$ cat src/rtl/arp_rx.sv
// Receive-side ARP parser: validates single-beat ARP frames, latches requester SHA/SPA, learns peer from replies.
// arp_ack_tx rises one cycle after a matched request and drops one cycle after done; tready is 1 out of reset (never back-pressures).
module arp_rx #(
   parameter int C_AXIS_DATA_WIDTH = 512,
   parameter int CNT_WIDTH         = 16
) (
   input  logic                           clk,
   input  logic                           rstn,
   input  logic [C_AXIS_DATA_WIDTH-1:0]   rx_s_axis_tdata,
   input  logic [C_AXIS_DATA_WIDTH/8-1:0] rx_s_axis_tkeep,
   input  logic                           rx_s_axis_tvalid,
   input  logic                           rx_s_axis_tlast,
   output logic                           rx_s_axis_tready,
   input  logic [47:0]                    local_mac,
   input  logic [31:0]                    local_ip,
   output logic                           arp_ack_tx,
   input  logic                           arp_ack_tx_done,
   output logic [47:0]                    arp_src_mac,
   output logic [31:0]                    arp_src_ip,
   output logic [47:0]                    peer_mac,
   output logic [31:0]                    peer_ip,
   output logic                           peer_valid,
   output logic [CNT_WIDTH-1:0]           arp_req_cnt,
   output logic [CNT_WIDTH-1:0]           arp_drop_cnt
);
   typedef enum logic {S_IDLE, S_WAIT} state_t;

   localparam logic [CNT_WIDTH-1:0] CNT_ONE = {{(CNT_WIDTH-1){1'b0}}, 1'b1};

   state_t      state, next_state;
   logic        sof;
   logic        beat;
   logic        hit, req_hit, rsp_hit;
   logic        accept, drop;
   logic [7:0]  b [42];
   logic [47:0] da, sha;
   logic [31:0] spa, tpa;
   logic [15:0] etype, htype, ptype, oper;
   logic [7:0]  hlen, plen;
   logic        unused_bits;

   assign unused_bits = ^{rx_s_axis_tdata[C_AXIS_DATA_WIDTH-1:336],
                          rx_s_axis_tkeep[C_AXIS_DATA_WIDTH/8-1:42]};

   always_comb begin
      for (int i = 0; i < 42; i++) b[i] = rx_s_axis_tdata[8*i +: 8];
   end

   // Wire order is big-endian: lowest byte index is the field MSB.
   assign da    = {b[0], b[1], b[2], b[3], b[4], b[5]};
   assign etype = {b[12], b[13]};
   assign htype = {b[14], b[15]};
   assign ptype = {b[16], b[17]};
   assign hlen  = b[18];
   assign plen  = b[19];
   assign oper  = {b[20], b[21]};
   assign sha   = {b[22], b[23], b[24], b[25], b[26], b[27]};
   assign spa   = {b[28], b[29], b[30], b[31]};
   assign tpa   = {b[38], b[39], b[40], b[41]};

   assign beat = rx_s_axis_tvalid & rx_s_axis_tready;
   assign hit  = beat & sof & (&rx_s_axis_tkeep[41:0]) &
                 (etype == 16'h0806) & (htype == 16'h0001) & (ptype == 16'h0800) &
                 (hlen == 8'd6) & (plen == 8'd4) &
                 ((da == local_mac) | (da == 48'hFFFF_FFFF_FFFF)) & (tpa == local_ip);
   assign req_hit = hit & (oper == 16'h0001);
   assign rsp_hit = hit & (oper == 16'h0002);

   assign arp_ack_tx = (state == S_WAIT);

   always_comb begin
      next_state = state;
      accept     = 1'b0;
      drop       = 1'b0;
      case (state)
         S_IDLE: begin
            if (req_hit) begin
               accept     = 1'b1;
               next_state = S_WAIT;
            end
         end
         S_WAIT: begin
            drop = req_hit;
            if (arp_ack_tx_done) next_state = S_IDLE;
         end
         default: next_state = S_IDLE;
      endcase
   end

   always_ff @(posedge clk or negedge rstn) begin
      if (!rstn) begin
         state            <= S_IDLE;
         sof              <= 1'b1;
         rx_s_axis_tready <= 1'b0;
         arp_src_mac      <= '0;
         arp_src_ip       <= '0;
         peer_mac         <= '0;
         peer_ip          <= '0;
         peer_valid       <= 1'b0;
         arp_req_cnt      <= '0;
         arp_drop_cnt     <= '0;
      end else begin
         state            <= next_state;
         rx_s_axis_tready <= 1'b1;
         if (beat) sof <= rx_s_axis_tlast;
         if (accept) begin
            arp_src_mac <= sha;
            arp_src_ip  <= spa;
            if (arp_req_cnt != '1) arp_req_cnt <= arp_req_cnt + CNT_ONE;
         end
         if (drop && arp_drop_cnt != '1) arp_drop_cnt <= arp_drop_cnt + CNT_ONE;
         if (rsp_hit) begin
            peer_mac   <= sha;
            peer_ip    <= spa;
            peer_valid <= 1'b1;
         end
      end
   end
endmodule

$ cat config.mk
export PLATFORM = sky130hd
export DESIGN_NAME = arp_rx
export DESIGN_NICKNAME = d
export VERILOG_FILES = /design/src/rtl/arp_rx.sv
export SDC_FILE = /design/constraint.sdc
export NUM_CORES = 1
export LEC_CHECK = 0
export ABC_AREA = 1
export CELL_PAD_IN_SITES_DETAIL_PLACEMENT = 1
export CELL_PAD_IN_SITES_GLOBAL_PLACEMENT = 1
export CORE_AREA = 5 5 327 329
export CTS_BUF_LIST = sky130_fd_sc_hd__clkbuf_16
export CTS_CLUSTER_DIAMETER = 60
export CTS_CLUSTER_SIZE = 24
export DETAILED_ROUTE_END_ITERATION = 10
export DIE_AREA = 0 0 332 334
export PLACE_DENSITY_LB_ADDON = 0.1
export SETUP_SLACK_MARGIN = 0.4
export SLEW_MARGIN = 20
export SYNTH_ARGS = -nofsm -noshare
export SYNTH_HDL_FRONTEND = slang
export SYNTH_SLANG_ARGS = --single-unit
$ cat constraint.sdc
create_clock -name clk -period 3.35 [get_ports clk]
set_input_delay 0.67 -clock clk [delete_from_list [all_inputs] [get_ports clk]]
set_output_delay 0.67 -clock clk [all_outputs]
set_load 0.01 [all_outputs]
Yosys cells after proc, flatten, opt, wreduce, memory -nomap -nowiden:

Cells that the tools add are included.

* flip-flop bits (word level): 196
* bits of input ports: 661
* output and inout bits: 195
* word-level logic and storage cells: 46

* add/sub/neg operators: 2
* equal/unequal tests: 12
* multiplexer cells: 5
* bitwise logic cells: 14
* reduce and logical (&&, ||, !) cells: 3

Operator list (number)
* 48-bit equality test: 1
* 48-bit equality test (second input constant): 1
* 42-bit AND reduction: 1
* 16-bit by 1-bit adder with 16-bit output (second input constant): 2
* 16-bit by 1-bit equality test with 1-bit output (second input constant): 2
* 16-bit by 12-bit equality test with 1-bit output (second input constant): 2
* 32-bit equality test: 1
* 16-bit != test (second input constant): 2
* 16-bit by 2-bit equality test with 1-bit output (second input constant): 1
* 8-bit by 3-bit equality test with 1-bit output (second input constant): 2
* 1-bit AND: 12
* 1-bit two-way mux: 4
* 1-bit one-hot mux with 2 select lines: 1
* 2-bit AND reduction: 1
* 1-bit logical AND: 1
* 1-bit NOT: 1
* 1-bit OR: 1

Depth between registers and ports, before layout:

* word-level depth: 14
* gate-level depth with buffers: 16
* mapped depth without buffers: 15

Worst setup path after synthesis:

OpenSTA, ideal clock, no wires.

* path type: in2reg
* start: input rx_s_axis_tdata[126]
* end: register arp_src_ip[31]
* library setup time: 130 ps
* data arrival time: 1936 ps
* slack: 1283 ps
* cell stages on the path: 13
* cells stage by stage: nor2_1 -> and2_1 -> nand2_1 -> nor2_1 -> nand2_1 -> nor2_1 -> nand2_1 -> nor2_4 -> nand4_4 -> buf_6 -> buf_6 -> nand2_1 -> o21ai_1

* word-level cells in the longest chain between the ends: 10

RTL lines
* from (decl): RTL line 9 `input logic [C_AXIS_DATA_WIDTH-1:0] rx_s_axis_tdata,`
* 16-bit by 1-bit equality test with 1-bit output: RTL line 63 `(etype == 16'h0806) & (htype == 16'h0001) & (ptype == 16'h0800) &`
* 1-bit AND (3 in a row): RTL line 63
* 1-bit AND (2 in a row): RTL line 64 `(hlen == 8'd6) & (plen == 8'd4) &`
* 1-bit AND: RTL line 65 `((da == local_mac) | (da == 48'hFFFF_FFFF_FFFF)) & (tpa == local_ip);`
* 1-bit AND: RTL line 66 `assign req_hit = hit & (oper == 16'h0001);`
* 1-bit two-way mux: RTL line 77 `if (req_hit) begin`
* 1-bit two-way mux: RTL line 75 `case (state)`
* to (signal assigned): RTL line 108 `arp_src_ip <= spa;`
* to (decl): RTL line 19 `output logic [31:0] arp_src_ip,`

No other way between the ends.
A chain may end at the register's enable or synchronous reset.

Worst setup path after layout:

* start: input rx_s_axis_tdata[131]
* end: register arp_src_ip[26]

* word-level cells in the longest chain between the ends: 9

RTL lines (RTL line)
* 16-bit by 12-bit equality test with 1-bit output: 63
* 1-bit AND (2 in a row): 63
* 1-bit AND (2 in a row): 64
* 1-bit AND: 65
* 1-bit AND: 66
* 1-bit two-way mux: 77
* 1-bit two-way mux: 75

No other way between the ends.

==> summary.txt <==
Run status
  • Status: complete, no violations

Placed design
  • Area after DPL: about 0.018 mm²
  • Worst slack at placement: 0.07983 ns
  • IO buf count: 561
  • Placer Congestion: between 0.7 and 0.8
  • DP Wirelength: between 40000 and 50000 µm
  • Dpl cells: ~3300

Routing
  • Routed len/inst: ~16 µm
  • DRT antenna net count: 0
  • Final WL: 54050 µm
  • Drt drc: 0
  • Via count: about 10000
  • DRT Pass-1 Iters: 4
  • Avg Vias per Cell: approximately 3.1
  • DR iter-0 viols: between 200 and 300

Flow run
  • Max Cap Violations: 0

Setup path
  • Slowest stage cell, crit path: clkdlybuf4s50_1
  • Critical path required time: roughly 3.7 ns
  • Largest fanout on the critical path: 25
  • CP Data Arrival Time: between 3 and 4 ns
  • Worst reg2reg startpoint: sof
  • Most Frequent Cell on Critical Path: nand2_1
  • Crit path cell chain: clkdlybuf4s50_1 -> nand2_1 -> nor2_1 -> nand2_1 -> nor2_1 -> nand2_1 -> nor2_1 -> nand2_1 -> nor2_4 -> nand4_4 -> buf_12 -> buf_12 -> nand2_1 -> o21ai_2
  • Crit. Startpoint: rx_s_axis_tdata[131]
  • Setup crit start kind: primary input
  • Setup CP Type: in -> reg
  • Crit. End Element: flop
  • Slowest Stage Delay on Critical Path: roughly 0.46 ns

Yosys
  • Mapped Cells: 1380
  • Yosys cell types: 28
  • Avg Cell Area, Syn: 7.479 µm²
  • Syn Nets: 2043
  • Asr flop ratio synth: 100.0%
  • Ys Warns: 0
  • Post-synth top flop: dfrtp_1
  • Post-Syn Area: around 0.010 mm²
  • Seq cells post-synth: a little under 200
  • Sequential element share of the synthesized area: around 48%
  • Number of synthesized flops with an enable pin: 0

Timing
  • Fmax: approximately 380 MHz
  • Final period utilization: 78.20%
  • Final max-slew violation count: 0
  • Min cycle time layout: 2.620 ns
  • Slew margin rel.: approximately 58%
  • Final Hold Vio Count: 0
  • Final setup fails: 0
  • Least-Margin Pin Slew: about 0.62 ns
  • Skew final: ~0.017 ns
  • Setup WS post-layout: around 0.73 ns
  • RSZ-0062 raised after global routing: false
  • Post-Route Setup TNS: 0 ns

Pwr
  • Max VDD drop: about 0.00036 V
  • Leak pwr: around 8 nW
  • P per Cell Area: approximately 290 mW/mm²

Die
  • Die footprint: between 0.1 and 0.15 mm²
  • Initial Util: between 10% and 20%
  • Die Width: 332 µm
  • Die height: approximately 330 µm
  • Core area: around 0.10 mm²
  • # IOs: 856
  • Number of core rows: between 100 and 150

CTS
  • CTS root buffer: clkbuf_16
  • CTS clk-pin slew, worst paths: roughly 0.080 ns
  • Post-CTS sizing: 0
  • Clock Latency Late Sink: around 0.50 ns
  • Hold buffers post-CTS: 0
  • Htree depth: 4
  • # clock sinks: 196
  • Total setup buffers inserted after CTS: 0
  • Max clock buf depth: 2
  • CTS tree: yes
  • CTS Buf Count: 17

GRT
  • Total GRT Usage: 9.602%
  • Global-route wire length before repair: 78510 µm
  • Antenna violations before repair: 13
  • Pin count of the biggest net entering global routing: just over 70
  • Vias in the first global route: ~12000
  • Total grt overflow: 0

Layout
  • Layout cell share with drive strength beyond 1: slightly below 6%
  • Final cell count without fillers: ~3300
  • Area growth syn-to-layout: 77.54%
  • Number of nets in the layout: roughly 2600
  • Layout fillers: 12230
  • Fin area: approximately 0.018 mm²
  • Final Core Density: ~18%

Hold path
  • HP Class: in -> async
[worst paths after layout]
path	endpoint	slack, ns	depth (start not counted)
worst max-delay path	arp_src_ip[26]	0.73	14
worst min-delay path	peer_valid	0.14	1
min in group clk	arp_src_ip[19]	0.48	2
worst min register to register	arp_src_ip[19]	0.48	2
max in group asynchronous	sof	2.27	2
worst max register to register	arp_src_ip[26]	1.02	13
[flip-flops by register name (all words and copies together), names as in the netlist]
| register | count |
|---|---|
| arp_src_mac | 48 |
| peer_mac | 48 |
| arp_src_ip | 32 |
| peer_ip | 32 |
| arp_drop_cnt | 16 |
| arp_req_cnt | 16 |
| arp_ack_tx | 1 |
| peer_valid | 1 |
| rx_s_axis_tready | 1 |
| sof | 1 |
[cells in the mapped netlist, types with 7 or more instances]
cell | n | area, µm²
buf_2 | 11 | 55.05
buf_6 | 15 | 168.9
clkbuf_1 | 10 | 37.54
dfrtp_1 | 195 | 4880
inv_1 | 260 | 975.9
nand2_1 | 473 | 1775
nand3_1 | 23 | 115.1
nand3b_1 | 7 | 52.55
nand4_1 | 23 | 143.9
nor2_1 | 117 | 439.2
nor3_1 | 16 | 80.08
o21ai_0 | 81 | 405.4
o21ai_1 | 43 | 215.2
o21ai_2 | 49 | 429.2
xnor2_1 | 37 | 324.1
[area by class of cell]
| type | instances | area [µm²] | share of cell area [%] |
|---|---|---|---|
| Tap cell | 1380 | 1727 | 9.423 |
| Inverter | 260 | 975.9 | 5.326 |
| Clock buffer | 17 | 425.4 | 2.322 |
| Timing Repair Buffer | 586 | 5983 | 32.65 |
| Clock inverter | 13 | 133.9 | 0.7306 |
| Sequential cell | 196 | 4906 | 26.77 |
| Multi-Input combinational cell | 885 | 4155 | 22.68 |
| Antenna cell | 7 | 17.52 | 0.09560 |
[report_power, final]
part	internal (W)	switching, W
Sequential	0.00237	0.00000104
Combinational	0.000469	0.000284
Clock	0.00103	0.00110
Total	0.00387	0.00139
[through the flow]
| stage | total power [W] | hold WS, ns |
|---|---|---|
| 6_report | 0.005255 | 0.1424 |
| 4_1_cts | 0.005485 | 0.1153 |
| 3_3_place_gp | 0.003187 | 0.4622 |
| 5_1_grt | 0.005578 | 0.1562 |
| 2_1_floorplan | 0.002598 | 0.3744 |
| 3_5_place_dp | 0.003193 | 0.4583 |
[cell families after synthesis]
group                    count (synthesis)  share of synthesized area [%]
AO/OA/AOI/OAI                          173                          10.17
XOR/XNOR                                38                          3.225
adder cells (fa/ha/maj)                  2                         0.2424
buffers and inverters                  299                          12.21
flip-flops                             196                          47.53
multiplexers                             1                         0.1091
other                                    1                        0.03633
AND/OR/NAND/NOR                        670                          26.48
[critical path: cells and delay by family]
family                 cells  cell delay (ns)
AOI/OAI and AO/OA          1             0.05
buffers and inverters      3             0.87
and+or+nand+nor           10             1.39
[metal layers]
| layer | GRT usage [%] | routed length (µm) | share of wire, % |
|---|---|---|---|
| met5 | 0 | 51 | 0.094 |
| met4 | 2.756 | 683 | 1.3 |
| met1 | 9.654 | 19650 | 36 |
| met2 | 18.03 | 28930 | 54 |
| met3 | 4.152 | 4731 | 8.8 |
[placed cells by master (no fill, tap or decap), drive strengths merged]
cell type and n:
nor2 119, clkdlybuf4s50 560, dfstp 1, nand3 24
nor4 3, nand4 25, xnor2 37, and2 2
diode 7, clkbuf 17, bufinv 1, mux2 1
clkinv 5, inv 264, buf 26, ha 2
conb 1, dfrtp 195, nor3 16, clkinvlp 3
xor2 1, nand2 474, nand3b 7, o21ai 173
(Power assumes the default switching activity.)
